===== config.mk =====
export PLATFORM = sky130hd
export DESIGN_NAME = hv_bist_seq
export DESIGN_NICKNAME = d
export VERILOG_FILES = /design/src/rtl/hv_bist_seq.sv
export SDC_FILE = /design/constraint.sdc
export NUM_CORES = 1
export LEC_CHECK = 0
export CORE_ASPECT_RATIO = 1.75
export CORE_MARGIN = 5
export CORE_UTILIZATION = 51
export CTS_CLUSTER_DIAMETER = 40
export CTS_CLUSTER_SIZE = 16
export DETAILED_ROUTE_END_ITERATION = 6
export PLACE_DENSITY = 0.8
export SLEW_MARGIN = 20
export SYNTH_ARGS = -nofsm -noshare
export SYNTH_HDL_FRONTEND = slang
export SYNTH_SLANG_ARGS = --single-unit

===== constraint.sdc =====
create_clock -name clk -period 3.2 [get_ports clk]
set_input_delay 0.64 -clock clk [delete_from_list [all_inputs] [get_ports clk]]
set_output_delay 0.64 -clock clk [all_outputs]
set_load 0.02 [all_outputs]

===== src/rtl/hv_bist_seq.sv =====
// HV-side BIST sequencer: drives one bisthv_* stimulus at a time, waits for the matching detector to respond,
// then waits for it to clear, and records a per-check fail bit. Outputs decode registered state/index.
module hv_bist_seq #(
  parameter int         TMO_CYC    = 200,
  parameter int         SETTLE_CYC = 16,
  parameter logic [9:0] ADC_LO     = 10'd100,
  parameter logic [9:0] ADC_HI     = 10'd900
) (
  input  logic       clk,
  input  logic       rst_n,
  input  logic       bist_start,
  input  logic       bist_abort,
  input  logic [5:0] bist_mask,
  input  logic       ov_vcc,
  input  logic       otp,
  input  logic       desat_fault,
  input  logic       ocp_fault,
  input  logic       scp_fault,
  input  logic       adc_ready1,
  input  logic [9:0] adc_data1,
  output logic       bisthv_ov,
  output logic       bisthv_ot,
  output logic       bisthv_desat,
  output logic       bisthv_oc,
  output logic       bisthv_sc,
  output logic       bisthv_adc,
  output logic       bist_busy,
  output logic       bist_done,
  output logic       bist_pass,
  output logic [5:0] bist_fail_vec
);

  localparam int CW = (TMO_CYC > 2) ? $clog2(TMO_CYC) : 1;
  localparam logic [CW-1:0] TMO_LAST    = CW'(TMO_CYC - 1);
  localparam logic [CW-1:0] SETTLE_LAST = CW'(SETTLE_CYC - 1);
  localparam logic [CW-1:0] CNT_MAX     = {CW{1'b1}};
  localparam logic [2:0]    LAST_IDX    = 3'd5;

  typedef enum logic [2:0] {
    IDLE    = 3'd0,
    DRIVE   = 3'd1,
    RELEASE = 3'd2,
    NEXT    = 3'd3,
    DONE    = 3'd4
  } state_t;

  state_t        state_q, state_d;
  logic [2:0]    idx_q, idx_d;
  logic [CW-1:0] tmo_q, tmo_d;
  logic [CW-1:0] settle_q, settle_d;
  logic [5:0]    fail_q, fail_d;
  logic          pass_q, pass_d;

  logic [5:0]    resp_vec;
  logic          resp;
  logic          adc_ok;
  logic [2:0]    idx_nxt;
  logic [CW-1:0] tmo_inc;
  logic [CW-1:0] settle_inc;

  assign resp_vec   = {adc_ready1, scp_fault, ocp_fault, desat_fault, otp, ov_vcc};
  assign resp       = resp_vec[idx_q];
  assign adc_ok     = (adc_data1 >= ADC_LO) && (adc_data1 <= ADC_HI);
  assign idx_nxt    = idx_q + 3'd1;
  // Saturating counters: a stuck counter must never wrap back into a window that looks valid.
  assign tmo_inc    = (tmo_q == CNT_MAX) ? tmo_q : tmo_q + 1'b1;
  assign settle_inc = (settle_q == CNT_MAX) ? settle_q : settle_q + 1'b1;

  always_ff @(posedge clk or negedge rst_n) begin
    if (!rst_n) begin
      state_q  <= IDLE;
      idx_q    <= 3'd0;
      tmo_q    <= '0;
      settle_q <= '0;
      fail_q   <= 6'd0;
      pass_q   <= 1'b0;
    end else begin
      state_q  <= state_d;
      idx_q    <= idx_d;
      tmo_q    <= tmo_d;
      settle_q <= settle_d;
      fail_q   <= fail_d;
      pass_q   <= pass_d;
    end
  end

  always_comb begin
    state_d  = state_q;
    idx_d    = idx_q;
    tmo_d    = tmo_q;
    settle_d = settle_q;
    fail_d   = fail_q;
    pass_d   = pass_q;

    case (state_q)
      IDLE: begin
        tmo_d    = '0;
        settle_d = '0;
        if (bist_start) begin
          fail_d  = 6'd0;
          pass_d  = 1'b0;
          idx_d   = 3'd0;
          state_d = bist_mask[0] ? NEXT : DRIVE;
        end
      end

      DRIVE: begin
        tmo_d = tmo_inc;
        // A response arriving on the timeout cycle still counts as a pass.
        if (resp) begin
          if ((idx_q == LAST_IDX) && !adc_ok) begin
            fail_d[idx_q] = 1'b1;
          end
          state_d  = RELEASE;
          tmo_d    = '0;
          settle_d = '0;
        end else if (tmo_q == TMO_LAST) begin
          fail_d[idx_q] = 1'b1;
          state_d       = RELEASE;
          tmo_d         = '0;
          settle_d      = '0;
        end
      end

      RELEASE: begin
        tmo_d    = tmo_inc;
        settle_d = resp ? '0 : settle_inc;
        if (!resp && (settle_q == SETTLE_LAST)) begin
          state_d  = NEXT;
          tmo_d    = '0;
          settle_d = '0;
        end else if (tmo_q == TMO_LAST) begin
          fail_d[idx_q] = 1'b1;
          state_d       = NEXT;
          tmo_d         = '0;
          settle_d      = '0;
        end
      end

      NEXT: begin
        tmo_d    = '0;
        settle_d = '0;
        if (idx_q == LAST_IDX) begin
          state_d = DONE;
          pass_d  = (fail_q == 6'd0);
        end else begin
          idx_d = idx_nxt;
          if (!bist_mask[idx_nxt]) begin
            state_d = DRIVE;
          end
        end
      end

      DONE: begin
        state_d = IDLE;
      end

      default: begin
        state_d = IDLE;
      end
    endcase

    // Abort wins over every other transition and freezes the partial result.
    if ((state_q != IDLE) && bist_abort) begin
      state_d  = IDLE;
      idx_d    = idx_q;
      tmo_d    = '0;
      settle_d = '0;
      fail_d   = fail_q;
      pass_d   = pass_q;
    end
  end

  logic [5:0] stim_vec;
  assign stim_vec = (state_q == DRIVE) ? (6'd1 << idx_q) : 6'd0;

  assign bisthv_ov     = stim_vec[0];
  assign bisthv_ot     = stim_vec[1];
  assign bisthv_desat  = stim_vec[2];
  assign bisthv_oc     = stim_vec[3];
  assign bisthv_sc     = stim_vec[4];
  assign bisthv_adc    = stim_vec[5];
  assign bist_busy     = (state_q != IDLE);
  assign bist_done     = (state_q == DONE);
  assign bist_pass     = pass_q;
  assign bist_fail_vec = fail_q;

endmodule

Yosys cells after proc, flatten, opt, wreduce, memory -nomap -nowiden --
Cells that the tools add are included.
Word-level totals: output and inout bits 15, register bits after elaboration 29, memory bits (read-only) 0, memory bits (writable) 0, bits of input ports 26, memories kept 0, bits in latches 0
Cells by class: divide/modulo/power cells 0, multipliers 0, $lt $le $gt $ge 5, mux-type cells 43, equality and inequality tests 19, reduce and logical (&&, ||, !) cells 19, shift operators 1, add/sub/neg operators 3, bitwise logic cells 2
Operators with widths (count):
- $mux W8 | 12
- $pmux W8 S3 | 2
- $mux W6 | 6
- $mux W3 | 10
- $eq A8 B8 Y1 const B | 3
- $pmux W6 S3 | 1
- $add A8 B1 Y8 const B | 2
- $ne A4 B4 Y1 const B | 3
- $pmux W3 S4 | 1
- $reduce_and A4 Y1 | 3
- $ge A10 B7 Y1 const B | 1
- $le A10 B10 Y1 const B | 1
- $eq A8 B4 Y1 const B | 1
- $lt A3 B4 Y1 const B | 2
- $ne A2 B2 Y1 const B | 4
- $bmux W1 S3 | 2
- $eq A3 B2 Y1 const B | 2
- $eq A3 B3 Y1 const B | 2
- $logic_not A6 Y1 | 1
- $ne A3 B3 Y1 const B | 2
- $ne A6 B6 Y1 const B | 1
- $or A6 B6 Y6 | 1
- $pmux W3 S2 | 1
- $reduce_bool A3 Y1 | 2
- other kinds (17) | 26

Depth between registers and ports, before layout --
Gate-level depths: netlist of the first run.
depth in word-level cells 8, depth in mapped cells 8, gate-level depth less buffers 7

Worst setup path before layout of the first run --
OpenSTA, ideal clock, no wires.
kind register -> register, start point reg idx_q[0], end point reg state_q[0], arrival time 2.093 ns, setup slack 0.979 ns, stages on the path, launching flop included 9, data required time 3.072 ns, cell sequence dfrtp_1 -> buf_6 -> inv_1 -> ha_1 -> mux2_2 -> a211oi_1 -> nor3_1 -> nor3_1 -> mux2_1
Between the ends: cells in the longest elaborated chain, start to end 7, elaborated cells between the ends (all ways) 17
RTL lines:
- from (decl) | line 48 | logic [2:0] idx_q, idx_d;
- from (signal assigned) | line 79 | idx_q <= idx_d;
- branches (longest 7 deep; another with $add A3 B1 Y3)
- to (signal assigned) | line 78 | state_q <= state_d;
- to (decl) | line 47 | state_t state_q, state_d;
Several ways; the timed one is not identified. The select of a mux whose other input is x is not followed. A chain may end at the register's enable or synchronous reset.

Worst setup path in the final report of the first run --
start point reg state_q[2], end point out bisthv_ov
Between the ends: cells in the longest elaborated chain, start to end 2
RTL lines:
- $eq A3 B1 Y1 | line 175 | assign stim_vec = (state_q == DRIVE) ? (6'd1 << idx_q) : 6'd0;
- $mux W6 | line 175
- to (decl) | line 21 | output logic bisthv_ov,
Every way passes these cells.

==> results of run 1 <==
## per-layer routing
metal	wire, um	up-vias
li1	-	923
met1	1920	930
met2	2930	45
met3	170	11
met4	106	0
met5	0	-
## final cells by class
class,instances,area (um2),share of cell area (%)
clock buffers,7,96.3,3.77
clock inverters,1,5.00,0.196
inverters,8,30.0,1.18
multi-input cells,178,1190,46.6
flip-flops and latches,29,726,28.4
well taps,48,60.1,2.35
repair buffers,46,445,17.4
## cells by family (layout without fill, tap and decap cells)
family	Yosys count	after routing
simple gates	107	107
compound gates	51	51
flops	29	29
buf+inv	17	62
mux	10	10
fa+ha+maj	7	7
xor+xnor	3	3
## stage by stage
stage / setup WS [ns] / area (um2) / cells
global placement: 0.450 / 2450 / 309
finish: 0.378 / 2550 / 317
CTS: 0.375 / 2550 / 317
detailed placement: 0.397 / 2450 / 309
floorplan: 0.979 / 1990 / 224
global route: 0.229 / 2550 / 317
## Yosys cell counts (2+ instances only)
cell type	instances	area, um2
o31ai_1	2	15.0
or3b_2	2	17.5
nor2_1	16	60.1
xor2_1	2	17.5
a31oi_1	2	12.5
nor4_1	5	31.3
o221ai_1	2	17.5
o41ai_2	2	32.5
nand2_1	25	93.8
clkbuf_1	7	26.3
nor2b_1	5	31.3
mux2i_1	3	30.0
nor3b_1	8	60.1
ha_1	7	87.6
nand2b_1	5	31.3
a211oi_1	5	37.5
a21oi_1	6	30.0
mux2_2	3	33.8
or3_1	4	25.0
mux2_1	3	33.8
nand4_1	4	25.0
or4_1	2	15.0
and2_1	2	12.5
o21ai_1	6	30.0
o21ai_0	5	25.0
dfrtp_1	29	726
a21o_1	4	30.0
nor3_1	7	35.0
nand3_1	10	50.1
inv_1	8	30.0
and3_1	6	37.5
## flip-flops by register name, indices dropped and copies added, names as in the netlist
| name | flops |
|---|---|
| settle_q | 8 |
| tmo_q | 8 |
| bist_fail_vec | 6 |
| idx_q | 3 |
| state_q | 3 |
| bist_pass | 1 |
## power groups by stage
stage          registers (W)  clock network [W]  logic (W)
3_3_place_gp        0.000515                  0   0.000797
3_5_place_dp        0.000518                  0   0.000811
5_1_grt             0.000524           0.000359   0.000896
6_report            0.000512           0.000338   0.000816
4_1_cts             0.000512           0.000339   0.000819
2_1_floorplan       0.000497                  0   0.000565
## placed cells by master (no fill, tap or decap), types with 3 or more instances in the layout
master / Yosys / final
a211oi_1: 5 / 5
a21o_1: 4 / 4
a21oi_1: 6 / 6
and3_1: 6 / 6
buf_4: 1 / 6
clkbuf_8: 0 / 7
clkdlybuf4s50_1: 0 / 40
dfrtp_1: 29 / 29
ha_1: 7 / 7
inv_1: 8 / 8
mux2_1: 3 / 3
mux2_2: 3 / 3
mux2i_1: 3 / 3
nand2_1: 25 / 25
nand2b_1: 5 / 5
nand3_1: 10 / 10
nand4_1: 4 / 4
nor2_1: 16 / 16
nor2b_1: 5 / 5
nor3_1: 7 / 7
nor3b_1: 8 / 8
nor4_1: 5 / 5
o21ai_0: 5 / 5
o21ai_1: 6 / 6
or3_1: 4 / 4
## worst min-delay path by stage
stage	end	startpoint	slack, ns	cells past startpoint
5_1_grt	bist_fail_vec[4]	bist_fail_vec[4]	0.54	2
4_1_cts	settle_q[0]	settle_q[0]	0.51	1
3_5_place_dp	bist_pass	bist_pass	0.49	1
2_1_floorplan	bist_fail_vec[0]	rst_n	0.34	0
3_3_place_gp	settle_q[0]	settle_q[0]	0.48	1
6_report	settle_q[0]	settle_q[0]	0.50	1
==> flow_metrics.py, run 1 <==
metrics = {
    "outcome": {
        "status": "completed",
    },
    "clocking": {
        "clkTransAtPathRegs_ns": 0.06,
        "htreeDepth": 2,
        "post_cts_resized": 0,
        "cts_sinks": 29,
        "cts.path.max_buffers": 2,
        "cts_hold_buf": 0,
        "clock-root-buffer": "clkbuf_8",
        "cts_made_buffers": 5,
        "insertion_delay_ns": 0.28,
        "cts_tree": "yes",
        "cts_setup_buffers": 0,
    },
    "worst_setup_path": {
        "crit_path_end_kind": "output pin",
        "path_common_cell": "nor2b_1",
        "startpoint_type": "flop",
        "r2r_setup_slack_ns": 0.51,
        "cp_top_family": "simple AND/OR/NAND/NOR gates",
        "critPathSlowestCell": "clkdlybuf4s50_1",
        "path_buf_inv": 1,
        "rr_startpoint": "idx_q[0]",
        "critPathArrivalTime_ns": 2.18,
        "crit_required_ns": 2.56,
        "crit_path_cell_trace": "nor2b_1, nor2b_1, and3_1, clkdlybuf4s50_1",
        "cp_slowest_stage_delay_ns": 0.60,
        "worstSetupPathType": "flop to output pin",
        "crit_fanout": 8,
        "crit_end": "bisthv_ov",
        "rr_endpoint": "state_q[0]",
        "reg2regPathDepth": 7,
        "startpoint": "state_q[2]",
        "crit_cells": 4,
    },
    "yosys": {
        "ys_seq_elements": 29,
        "synth_nets": 257,
        "synthXorXnorAreaFrac_pct": 1.32,
        "synth_mux_area_share_pct": 5.65,
        "yosys_warnings": 0,
        "synth_edf_count": 0,
        "synthSimpleGateAreaFrac_pct": 29.1,
        "yosysSeqAreaShare_pct": 36.4,
        "synth_compound_area_share_pct": 19.3,
        "synth_area_um2": 1990,
        "syn_inst": 224,
        "ys_types": 58,
        "async_flop_share_pct": 100,
        "synth_top_family_by_area": "simple AND/OR/NAND/NOR gates",
        "synthAdderAreaFrac_pct": 4.40,
        "synth-main-ff-cell": "dfrtp_1",
        "syn_avg_cell_area_um2": 8.89,
    },
    "pwr": {
        "p_seq_share_pct": 30.7,
        "intPower_w": 0.000985,
        "p_total_w": 0.00167,
        "p_leak_nw": 1.09,
        "clkPwrFrac_pct": 20.3,
        "irDropWorstVdd_v": 0.000468,
        "p_sw_w": 0.000681,
        "pwr-share-comb_pct": 49.0,
        "sw_frac_of_total_pct": 40.9,
        "powerDensity_nw_per_um2": 652,
    },
    "floorplanning": {
        "fp-row-count": 30,
        "die_area_um2": 5300,
        "die_height_um": 92.7,
        "fp.coreArea_um2": 3830,
        "start_util_pct": 52.0,
        "dieWidth_um": 57.2,
        "io_pins": 41,
    },
    "global_routing": {
        "grt_usage_pct": 20.7,
        "grt_max_degree": 30,
        "grtUsageMet3_pct": 4.32,
        "gr-usage-met2_pct": 40.0,
        "grt_pass1_vias": 2007,
        "global_route.usage.met1_pct": 20.4,
        "top_usage_layer": "met2",
        "antenna_found_initial": 0,
        "overflow": 0,
        "grt_pass1_wl_um": 8740,
    },
    "drt": {
        "routed_wl_um": 5120,
        "drt_iter0_drc": 76,
        "wl_per_cell_um": 16.2,
        "drt-pass1-iter-count": 4,
        "vias": 1909,
        "drc_errors": 0,
        "routed_via_density": 6.02,
        "ant_nets": 0,
    },
    "sta": {
        "setup_viol": 0,
        "finalSetupTns_ns": 0,
        "period_share_pct": 88.2,
        "slew_viol_final": 0,
        "fmax_mhz": 354,
        "timing.hold.ws_ns": 0.501,
        "hold_viol_final": 0,
        "slew_headroom_pct": 52.9,
        "period_needed_ns": 2.82,
        "rsz0062_at_grt": "false",
        "finalClockSkew_ns": 0.00242,
        "tightestPinTransition_ns": 0.704,
    },
    "layout": {
        "syn_to_final_growth_pct": 28.2,
        "final_util_pct": 66.7,
        "final_nets": 301,
        "fillCellCount": 319,
        "drive_above_1_share_pct": 9.29,
        "n_antenna_cell": 0,
    },
    "flow_run": {
        "maxCapViolations": 0,
    },
    "place": {
        "io_buffers": 40,
        "place.gp.congestion": 0.813,
        "hpwlAfterDp_um": 3900,
    },
    "worst_hold_path": {
        "hold_path_class": "flop to flop",
    },
}
No activity file was read; power rests on OpenSTA's default activity.
==> inputs of run 2 (changes only) <==
SKIP_LAST_GASP = 1   (was default)
TNS_END_PERCENT = 30   (was default)
==> results of run 2 <==
No change in the layout: final DEF, timing and power equal those of run 1.
